File: src/rtl/wb_merge_buffer.sv
// Write-back merge buffer: combines ALU pipe A, ALU pipe B and load returns
// onto the two write ports of the register file. Loads that cannot get a
// port are held in an in-order FIFO. A younger ALU write to the same
// register kills an older load, so that stale load data can never overwrite
// the newer ALU result.
module wb_merge_buffer #(
  parameter int DEPTH  = 4,
  parameter int DATA_W = 32,
  parameter int REG_AW = 3
) (
  input  logic                          clk,
  input  logic                          reset,
  input  logic                          a_valid,
  input  logic [REG_AW-1:0]             a_dest,
  input  logic [DATA_W-1:0]             a_data,
  input  logic                          b_valid,
  input  logic [REG_AW-1:0]             b_dest,
  input  logic [DATA_W-1:0]             b_data,
  input  logic                          ld_valid,
  input  logic [REG_AW-1:0]             ld_dest,
  input  logic [DATA_W-1:0]             ld_data,
  output logic                          ld_ready,
  output logic                          regWrite1,
  output logic [REG_AW-1:0]             destReg1,
  output logic [DATA_W-1:0]             writeData1,
  output logic                          regWrite2,
  output logic [REG_AW-1:0]             destReg2,
  output logic [DATA_W-1:0]             writeData2,
  output logic [(1<<REG_AW)-1:0]        pend_mask,
  output logic [$clog2(DEPTH+1)-1:0]    fifo_count
);

  localparam int PW = (DEPTH > 1) ? $clog2(DEPTH) : 1;
  localparam int CW = $clog2(DEPTH + 1);
  localparam int NR = 1 << REG_AW;

  localparam logic [PW-1:0] PTR_ONE  = PW'(1);
  localparam logic [CW-1:0] CNT_ONE  = CW'(1);
  localparam logic [CW-1:0] CNT_TWO  = CW'(2);
  localparam logic [CW-1:0] CNT_FULL = CW'(DEPTH);

  // An ALU result to register d in this cycle makes any load to d stale.
  function automatic logic alu_hit(
    input logic              av,
    input logic [REG_AW-1:0] ad,
    input logic              bv,
    input logic [REG_AW-1:0] bd,
    input logic [REG_AW-1:0] d
  );
    alu_hit = (av && (ad == d)) || (bv && (bd == d));
  endfunction

  // FIFO storage and control state
  logic [REG_AW-1:0] dest_mem_r [DEPTH];
  logic [DATA_W-1:0] data_mem_r [DEPTH];
  logic [DEPTH-1:0]  kill_r;
  logic [PW-1:0]     head_r;
  logic [PW-1:0]     tail_r;
  logic [CW-1:0]     count_r;
  logic [NR-1:0]     pend_r;

  // Registered write-port outputs
  logic              we1_r;
  logic [REG_AW-1:0] dst1_r;
  logic [DATA_W-1:0] wd1_r;
  logic              we2_r;
  logic [REG_AW-1:0] dst2_r;
  logic [DATA_W-1:0] wd2_r;

  // Combinational intermediates
  logic              ld_ready_s;
  logic              ld_acc_s;
  logic              inc_kill_s;
  logic [PW-1:0]     head1_s;
  logic [1:0]        src_v_s;
  logic [1:0]        src_k_s;
  logic [REG_AW-1:0] src_d_s [2];
  logic [DATA_W-1:0] src_w_s [2];
  logic              p1_use_s;
  logic              p2_sel_s;
  logic              p2_use_s;
  logic [1:0]        n_used_s;
  logic [1:0]        n_fifo_s;
  logic [1:0]        pops_s;
  logic              bypass_s;
  logic              push_s;
  logic [REG_AW-1:0] dest_n_s [DEPTH];
  logic [DATA_W-1:0] data_n_s [DEPTH];
  logic [DEPTH-1:0]  kill_n_s;
  logic [PW-1:0]     head_n_s;
  logic [PW-1:0]     tail_n_s;
  logic [CW-1:0]     count_n_s;
  logic [NR-1:0]     pend_n_s;
  logic [PW-1:0]     scan_idx_s;
  logic              we1_n_s;
  logic [REG_AW-1:0] dst1_n_s;
  logic [DATA_W-1:0] wd1_n_s;
  logic              we2_n_s;
  logic [REG_AW-1:0] dst2_n_s;
  logic [DATA_W-1:0] wd2_n_s;

  assign ld_ready_s = (count_r != CNT_FULL);
  assign ld_ready   = ld_ready_s;
  assign ld_acc_s   = ld_valid && ld_ready_s;
  assign inc_kill_s = alu_hit(a_valid, a_dest, b_valid, b_dest, ld_dest);
  assign head1_s    = head_r + PTR_ONE;

  // Build the two oldest load candidates: FIFO head, next entry, then the incoming load.
  always_comb begin
    src_v_s    = 2'b00;
    src_k_s    = 2'b00;
    src_d_s[0] = '0;
    src_w_s[0] = '0;
    src_d_s[1] = '0;
    src_w_s[1] = '0;
    if (count_r >= CNT_ONE) begin
      src_v_s[0] = 1'b1;
      src_d_s[0] = dest_mem_r[head_r];
      src_w_s[0] = data_mem_r[head_r];
      src_k_s[0] = kill_r[head_r] |
                   alu_hit(a_valid, a_dest, b_valid, b_dest, dest_mem_r[head_r]);
    end else if (ld_acc_s) begin
      src_v_s[0] = 1'b1;
      src_d_s[0] = ld_dest;
      src_w_s[0] = ld_data;
      src_k_s[0] = inc_kill_s;
    end else begin
      src_v_s[0] = 1'b0;
    end
    if (count_r >= CNT_TWO) begin
      src_v_s[1] = 1'b1;
      src_d_s[1] = dest_mem_r[head1_s];
      src_w_s[1] = data_mem_r[head1_s];
      src_k_s[1] = kill_r[head1_s] |
                   alu_hit(a_valid, a_dest, b_valid, b_dest, dest_mem_r[head1_s]);
    end else if ((count_r == CNT_ONE) && ld_acc_s) begin
      src_v_s[1] = 1'b1;
      src_d_s[1] = ld_dest;
      src_w_s[1] = ld_data;
      src_k_s[1] = inc_kill_s;
    end else begin
      src_v_s[1] = 1'b0;
    end
  end

  // Hand free ports to load candidates port-1-first and work out pop/push/bypass.
  always_comb begin
    p1_use_s = !a_valid && src_v_s[0];
    p2_sel_s = !a_valid;
    p2_use_s = !b_valid && src_v_s[p2_sel_s];
    n_used_s = {1'b0, p1_use_s} + {1'b0, p2_use_s};
    if (count_r >= CNT_TWO) begin
      n_fifo_s = 2'd2;
    end else begin
      n_fifo_s = count_r[1:0];
    end
    if (n_used_s < n_fifo_s) begin
      pops_s = n_used_s;
    end else begin
      pops_s = n_fifo_s;
    end
    // The incoming load used a port only when every buffered entry drained ahead of it.
    bypass_s = ld_acc_s && (CW'(n_used_s) > count_r);
    push_s   = ld_acc_s && !bypass_s;
  end

  // Next FIFO contents: apply this cycle's kills, then write the pushed entry.
  always_comb begin
    for (int i = 0; i < DEPTH; i++) begin
      if (push_s && (tail_r == PW'(i))) begin
        dest_n_s[i] = ld_dest;
        data_n_s[i] = ld_data;
        kill_n_s[i] = inc_kill_s;
      end else begin
        dest_n_s[i] = dest_mem_r[i];
        data_n_s[i] = data_mem_r[i];
        kill_n_s[i] = kill_r[i] |
                      alu_hit(a_valid, a_dest, b_valid, b_dest, dest_mem_r[i]);
      end
    end
    head_n_s  = head_r + PW'(pops_s);
    tail_n_s  = tail_r + PW'(push_s);
    count_n_s = count_r - CW'(pops_s) + CW'(push_s);
  end

  // Pending mask over the live entries that remain after this edge.
  always_comb begin
    pend_n_s   = '0;
    scan_idx_s = head_n_s;
    for (int k = 0; k < DEPTH; k++) begin
      scan_idx_s = head_n_s + PW'(k);
      pend_n_s[dest_n_s[scan_idx_s]] = pend_n_s[dest_n_s[scan_idx_s]] |
        ((CW'(k) < count_n_s) && !kill_n_s[scan_idx_s]);
    end
  end

  // Next write-port values: ALU pipes own their port, loads fill the rest.
  always_comb begin
    if (a_valid) begin
      we1_n_s  = 1'b1;
      dst1_n_s = a_dest;
      wd1_n_s  = a_data;
    end else if (p1_use_s) begin
      we1_n_s  = !src_k_s[0];
      dst1_n_s = src_d_s[0];
      wd1_n_s  = src_w_s[0];
    end else begin
      we1_n_s  = 1'b0;
      dst1_n_s = dst1_r;
      wd1_n_s  = wd1_r;
    end
    if (b_valid) begin
      we2_n_s  = 1'b1;
      dst2_n_s = b_dest;
      wd2_n_s  = b_data;
    end else if (p2_use_s) begin
      we2_n_s  = !src_k_s[p2_sel_s];
      dst2_n_s = src_d_s[p2_sel_s];
      wd2_n_s  = src_w_s[p2_sel_s];
    end else begin
      we2_n_s  = 1'b0;
      dst2_n_s = dst2_r;
      wd2_n_s  = wd2_r;
    end
  end

  // FIFO state register; reset discards every buffered load.
  always_ff @(posedge clk or posedge reset) begin
    if (reset) begin
      for (int i = 0; i < DEPTH; i++) begin
        dest_mem_r[i] <= '0;
        data_mem_r[i] <= '0;
      end
      kill_r  <= '0;
      head_r  <= '0;
      tail_r  <= '0;
      count_r <= '0;
      pend_r  <= '0;
    end else begin
      for (int i = 0; i < DEPTH; i++) begin
        dest_mem_r[i] <= dest_n_s[i];
        data_mem_r[i] <= data_n_s[i];
      end
      kill_r  <= kill_n_s;
      head_r  <= head_n_s;
      tail_r  <= tail_n_s;
      count_r <= count_n_s;
      pend_r  <= pend_n_s;
    end
  end

  // Write-port output registers.
  always_ff @(posedge clk or posedge reset) begin
    if (reset) begin
      we1_r  <= 1'b0;
      dst1_r <= '0;
      wd1_r  <= '0;
      we2_r  <= 1'b0;
      dst2_r <= '0;
      wd2_r  <= '0;
    end else begin
      we1_r  <= we1_n_s;
      dst1_r <= dst1_n_s;
      wd1_r  <= wd1_n_s;
      we2_r  <= we2_n_s;
      dst2_r <= dst2_n_s;
      wd2_r  <= wd2_n_s;
    end
  end

  assign regWrite1  = we1_r;
  assign destReg1   = dst1_r;
  assign writeData1 = wd1_r;
  assign regWrite2  = we2_r;
  assign destReg2   = dst2_r;
  assign writeData2 = wd2_r;
  assign pend_mask  = pend_r;
  assign fifo_count = count_r;

endmodule

File: config.mk
export PLATFORM = sky130hd
export DESIGN_NAME = wb_merge_buffer
export DESIGN_NICKNAME = d
export VERILOG_FILES = /design/src/rtl/wb_merge_buffer.sv
export SDC_FILE = /design/constraint.sdc
export NUM_CORES = 1
export LEC_CHECK = 0
export BUFFER_PORTS_ARGS = -buffer_cell sky130_fd_sc_hd__buf_2
export CORE_ASPECT_RATIO = 1.5
export CORE_MARGIN = 3
export CORE_UTILIZATION = 35
export DETAILED_ROUTE_END_ITERATION = 16
export GPL_TIMING_DRIVEN = 1
export PLACE_DENSITY = 0.52
export SYNTH_ARGS = -nofsm -noshare
export SYNTH_HDL_FRONTEND = slang
export SYNTH_SLANG_ARGS = --single-unit
File: constraint.sdc
create_clock -name clk -period 21 [get_ports clk]
set_input_delay 3.15 -clock clk [delete_from_list [all_inputs] [get_ports clk]]
set_output_delay 3.15 -clock clk [all_outputs]
set_load 0.005 [all_outputs]
# Word level (Yosys, flattened, before mapping)
# Memory sizes are Yosys's and may differ from the RTL's.
# Cells that the tools add are included.
[totals]
ff_bits = 231
rom_bits = 8
in_bits = 110
out_inout_bits = 84
mem_count = 1
[classes]
n_addsub = 9
magnitude_cmp = 30
n_eq_ne = 19
mux = 102
n_bitwise = 18
n_reduce_logical = 51
[mem_list]
columns = ["memory", "words", "width", "read_ports", "rd_clocked_by_memory_dff", "wr", "line", "text"]
rows = [
  ["(name not given)", 8, 1, 1, 0, 0, "192", "pend_n_s[dest_n_s[scan_idx_s]] = pend_n_s[dest_n_s[scan_idx_s]] |"],
]
[ops]
columns = ["operator", "n"]
rows = [
  ["2-to-1 mux 32 bit", 15],
  ["binary-select mux 32 bit (select 2 bit)", 2],
  ["2-to-1 mux 3 bit", 27],
  ["equality test 3 bit", 14],
  ["binary-select mux 3 bit (select 2 bit)", 6],
  ["2-to-1 mux 1 bit", 34],
  ["logical AND 1 bit", 32],
  ["bitwise mux 8 bit", 3],
  [">= comparator 3 bit, second input constant", 6],
  ["< comparator 2 x 3 -> 1 bit, second input constant", 6],
  ["NOT 2 -> 3 bit", 6],
  ["< comparator 3 x 4 -> 1 bit, second input constant", 4],
  [">= comparator 3 x 1 -> 1 bit, second input constant", 5],
  ["binary-select mux 1 bit (select 2 bit)", 6],
  ["demux 1 bit (select 3 bit)", 4],
  ["bitwise OR 1 bit", 10],
  ["binary-select mux 1 bit (select 3 bit)", 3],
  ["zero test 1 bit", 9],
  ["AND 8 bit", 1],
  ["logical OR 1 bit", 7],
  ["< comparator 1 x 3 -> 1 bit, first input constant", 2],
  ["< comparator 2 x 3 -> 1 bit, first input constant", 2],
  ["adder 2 x 1 -> 2 bit, second input constant", 2],
  ["adder 2 bit, second input constant", 2],
  ["other kinds (18)", 21],
]

# Logic depth before layout (Yosys ltp)
[depth]
depth_word = 35
ltp_mapped = 26

# Least setup slack after synthesis
# OpenSTA, ideal clock, no wires.
[synth_timing]
path_kind = "input -> register"
start = "input port ld_valid"
end = "register pend_r[1], in the netlist pend_mask[1]"
setup_time_ps = 90
arrival_ps = 8115
required_time_ps = 20910
path_slack_ps = 12794
cell_stages = 25
path_cell_list = "buf_2 > maj3_1 > nor2_1 > clkbuf_1 > nor2_1 > ha_1 > inv_1 > ha_1 > nor3b_2 > o21a_1 > buf_6 > nor2_1 > xnor2_1 > ha_1 > inv_1 > fa_1 > xnor2_1 > xnor2_1 > or2_2 > o32ai_1 > nor4_2 > nand3_1 > o2111a_2 > nor4b_4 > o221ai_1"
[synth_rtl]
columns = ["item", "line", "text"]
rows = [
  ["start, declared", "19", "input logic ld_valid,"],
  ["logical AND 1 bit *", "104", "assign ld_acc_s = ld_valid && ld_ready_s;"],
  ["branches (longest 11 deep; another with subtractor 3 x 2 -> 3 bit)", "n/a", ""],
  ["adder 3 x 1 -> 3 bit *", "183", "count_n_s = count_r - CW'(pops_s) + CW'(push_s);"],
  ["net count_n_s[2]", "92", "logic [CW-1:0] count_n_s;"],
  ["< comparator 1 x 3 -> 1 bit", "193", "((CW'(k) < count_n_s) && !kill_n_s[scan_idx_s]);"],
  ["logical AND 1 bit", "193", ""],
  ["bitwise OR 1 bit", "192", ""],
  ["AND 8 bit (no line)", "n/a", ""],
  ["(+5 left out)", "n/a", ""],
  ["2-to-1 mux 1 bit (not written as such)", "192", ""],
  ["bitwise OR 1 bit", "192", ""],
  ["bitwise mux 8 bit", "192", ""],
  ["binary-select mux 1 bit (select 3 bit)", "192", ""],
  ["2-to-1 mux 1 bit (not written as such)", "192", ""],
  ["bitwise OR 1 bit", "192", ""],
  ["bitwise mux 8 bit *", "192", ""],
  ["net pend_n_s[1]", "93", "logic [NR-1:0] pend_n_s;"],
  ["end signal, assigned", "248", "pend_r <= pend_n_s;"],
  ["end, declared", "60", "logic [NR-1:0] pend_r;"],
]
# Mark *: on every way through the listed nets, which the timed path passes. The select of a mux whose other input is x is not followed.
# A chain may end at the register's enable or synchronous reset.

# Worst setup path in the final report
# Same ends and word-level chain as after synthesis.

==> summary.md <==
| Metric | Value |
|---|---|
| Vias in the first global route | 12.09k |
| Type of the most critical hold path | reg2reg |
| Clk buf depth | 3 |
| XOR/XNOR share of the synthesized area | under 10% |
| Clock skew | 0.01314 ns |
| Status | finished clean |
| Number of enable flip-flop cells after synthesis | 0 |
| Avg WL per Cell | 22.50 microns |
| Slack of the critical path | 11.79 ns |
| Clk sinks | 231 |
| Vias | 11.68k |
| Power Density | between 150 and 200 nW/um^2 |
| Layout overhead on the synthesized area | 15.92% |
| Final Hold Fails | 0 |
| Max Slew Vio Count | 0 |
| Crit-path max FO | 47 |
| Cell variety after synth | 90 |
| Pin slew with the least headroom to its limit | 1.094 ns |
| CTS tree | done |
| Clk pin slew, worst setup/hold paths | 0.06 ns |
| Synth Area in Adders | 0.8458% |
| Syn nets | 1480 |
| Core area | between 30000 and 40000 sq um |
| Post-synthesis sequential area ratio | about two fifths |
| Post-Syn Instances | 1362 |
| Post-synthesis average cell area | between 10 and 15 sq um |
| Post-Synth Simple-Gate Area | 14.52% |
| Nets | 1594 |
| Hold slack | 0.4952 ns |
| Wire length of the first global-routing pass | 69840 microns |
| Final setup fails | 0 |
| RSZ-0062 raised after global routing | false |
| DR pass1 iterations | 5 |
| Utilization after layout | 41.47% |
| Starting Density | about 36% |
| Num CTS Buffers | 27 |
| Vias/cell | 5.845 |
| WP data arrival | 9.65 ns |
| Pin count of the biggest net entering global routing | approximately 110 |
| Setup CP Type | in2reg |
| Clk_lat worst skew | 0.54 ns |
| Post-DP HPWL | ~29000 microns |
| Clock period minus worst slack | 9.205 ns |
| Die Wd | 168.8 microns |
| Synth Area in Compound Gates | 15.03% |
| Antenna violations before repair | 8 |
| Final period util | a little over two fifths |
| Cells resized by post-CTS repair | 0 |
| Worst min-delay path startpoint | data_mem_r[78] |
| DIE AREA | 42210 sq um |
| Routability congestion estimate | ~0.90 |
| Setup tns final | 0 ns |
| Worst slack at placement | 11.19 ns |
| Total Wirelength | 44950 microns |
| Overall Power | 3.187 mW |
| # fillers | roughly 3.8k |
| Synth Register Bits | 231 |
| Async SR Flop Fraction | 100.0% |
| DRC Markers | 0 |
| Root Driver | clkbuf_16 |
| Type of origin of the critical path | input pin |
| Fmax | 108.6 MHz |
| Die Span Y | 250.1 microns |
| Final antenna-violating net count | 0 |
| Crit path capture type | flop |
| Postcts setup bufs | 0 |
| Commonest cells post-synth | 252 x nand2_1, 231 x dfrtp_1, 119 x o21ai_0 |
| WP data required | 21.44 ns |
| Global Route Usage Sum | 20.83% |
| Synth warn | 0 |
| Cell taking the most area after synthesis | dfrtp_1 |
| Mux contribution to synthesized area | 20.56% |
| Starting DRT DRC Count | 830 |
| Synth area leaders | dfrtp_1 42%, mux4_2 12%, mux2_2 8.2% |
| Htree depth | 1 |
| Rel. slew slack | 26.92% |
| Main synth FF type | dfrtp_1 |
| Layout cells sized above 1 | 31.97% |
| Critical path origin | ld_valid |
| Post-Syn Area | 13910 sq um |
| Port Buf Inserts | 193 |
| GRT overflow | 0 |
| I/O Pins | 194 |
| Worst R2R Start | fifo_count[1] |
| Cts hold-fix bufs | 0 |
| Most common cell in the netlist | nand2_1 |
| Max-cap viol count | 0 |
| Largest family of logic cells by synthesized area | multiplexers |
| P_leak | 6.899 nW |
| Num rows | 88 |
| Yosys top cell area share | 41.57% |
| VDD IR max | 0.1458 mV |
where the power goes:
part	internal, mW	switching (mW)	total [mW]
Sequential	0.659	0.211	0.870
Clock	0.328	0.194	0.521
Combinational	0.821	0.974	1.80
Total	1.81	1.38	3.19
metrics by stage:
step	cell area [sq um]	std cells
2_1_floorplan	13910	1362
6_report	16120	1998
4_1_cts	16100	1990
3_3_place_gp	15120	1942
5_1_grt	16120	1998
3_5_place_dp	15120	1942
final timing paths:
path                                   to  slack [ns]  cells past startpoint
max                          pend_mask[1]       11.79                     24
min                        data_mem_r[78]        0.50                      2
max reg2reg                  pend_mask[1]       14.00                     23
min reg2reg                data_mem_r[78]        0.50                      2
max in group asynchronous       head_r[1]       16.70                      3
min in group asynchronous  data_mem_r[21]        2.72                      2
placed cells by master, fill, tap and decap left out, types with 6 or more instances in the layout:
cell type	synthesis	final
dfrtp_1	231	229
o21ai_0	119	119
clkbuf_16	0	27
nand4_1	8	8
diode_2	0	8
mux2_2	101	101
a21oi_1	38	38
inv_1	18	17
buf_4	1	16
a31oi_1	43	43
ha_1	7	7
o221ai_1	6	6
o211ai_1	7	7
nand3_1	81	80
nor3_1	13	13
mux2i_1	10	10
mux4_2	72	72
clkbuf_1	84	6
buf_2	5	192
nand2_1	252	252
a211oi_1	6	6
bufinv_16	0	6
nor2_1	32	29
a221oi_1	37	37
xnor2_1	44	44
kinds of logic (layout without fill, tap and decap cells):
| logic type | count (synthesis) | in the layout |
|---|---|---|
| compound gates | 314 | 314 |
| xor+xnor | 46 | 46 |
| fa+ha+maj | 9 | 9 |
| buf+inv | 144 | 277 |
| flops | 231 | 231 |
| mux | 183 | 183 |
| other cells | 0 | 8 |
| simple gates | 435 | 435 |
routing by layer:
layer | wire (microns) | vias up | track usage, %
met5 | 0 | - | 0
met4 | 1744 | 0 | 9.404
met3 | 2358 | 107 | 2.668
met2 | 22950 | 397 | 36.28
met1 | 17890 | 5923 | 25.64
li1 | - | 5251 | -
critical path, stage by stage:
cell and delay [ns]:
buf_2 0.09, buf_4 0.30, maj3_1 0.47, nor2_4 0.83, nor2_1 0.15, ha_1 0.35, inv_1 0.05, ha_1 0.36
nor3b_2 0.30, o21a_1 0.46, nor2_1 0.21, xnor2_1 0.21, ha_1 0.16, inv_1 0.05, fa_1 0.37, xnor2_1 0.15
xnor2_1 0.28, or2_2 0.21, o32ai_1 0.12, nor4_2 0.45, nand3_1 0.22, o2111a_2 0.32, nor4b_4 0.14, o221ai_1 0.20
layout make-up:
class	count	area, sq um	share of cell area, %
inverters	21	86.33	0.5356
well taps	495	619.3	3.842
repair buffers	208	1081	6.707
clock buffers	38	767.0	4.758
diodes	8	20.02	0.1242
flip-flops and latches	231	5788	35.91
clock inverters	10	212.7	1.320
multi-input cells	987	7545	46.81
sequential cells by signal, indices dropped and copies added, names as in the netlist:
name and cells:
pend_mask 8, data_mem_r 128, tail_r 2, fifo_count 3, writeData2 32, destReg1 3, writeData1 32, destReg2 3
regWrite1 1, regWrite2 1, dest_mem_r 12, head_r 2, kill_r 4
(Power assumes the default switching activity.)
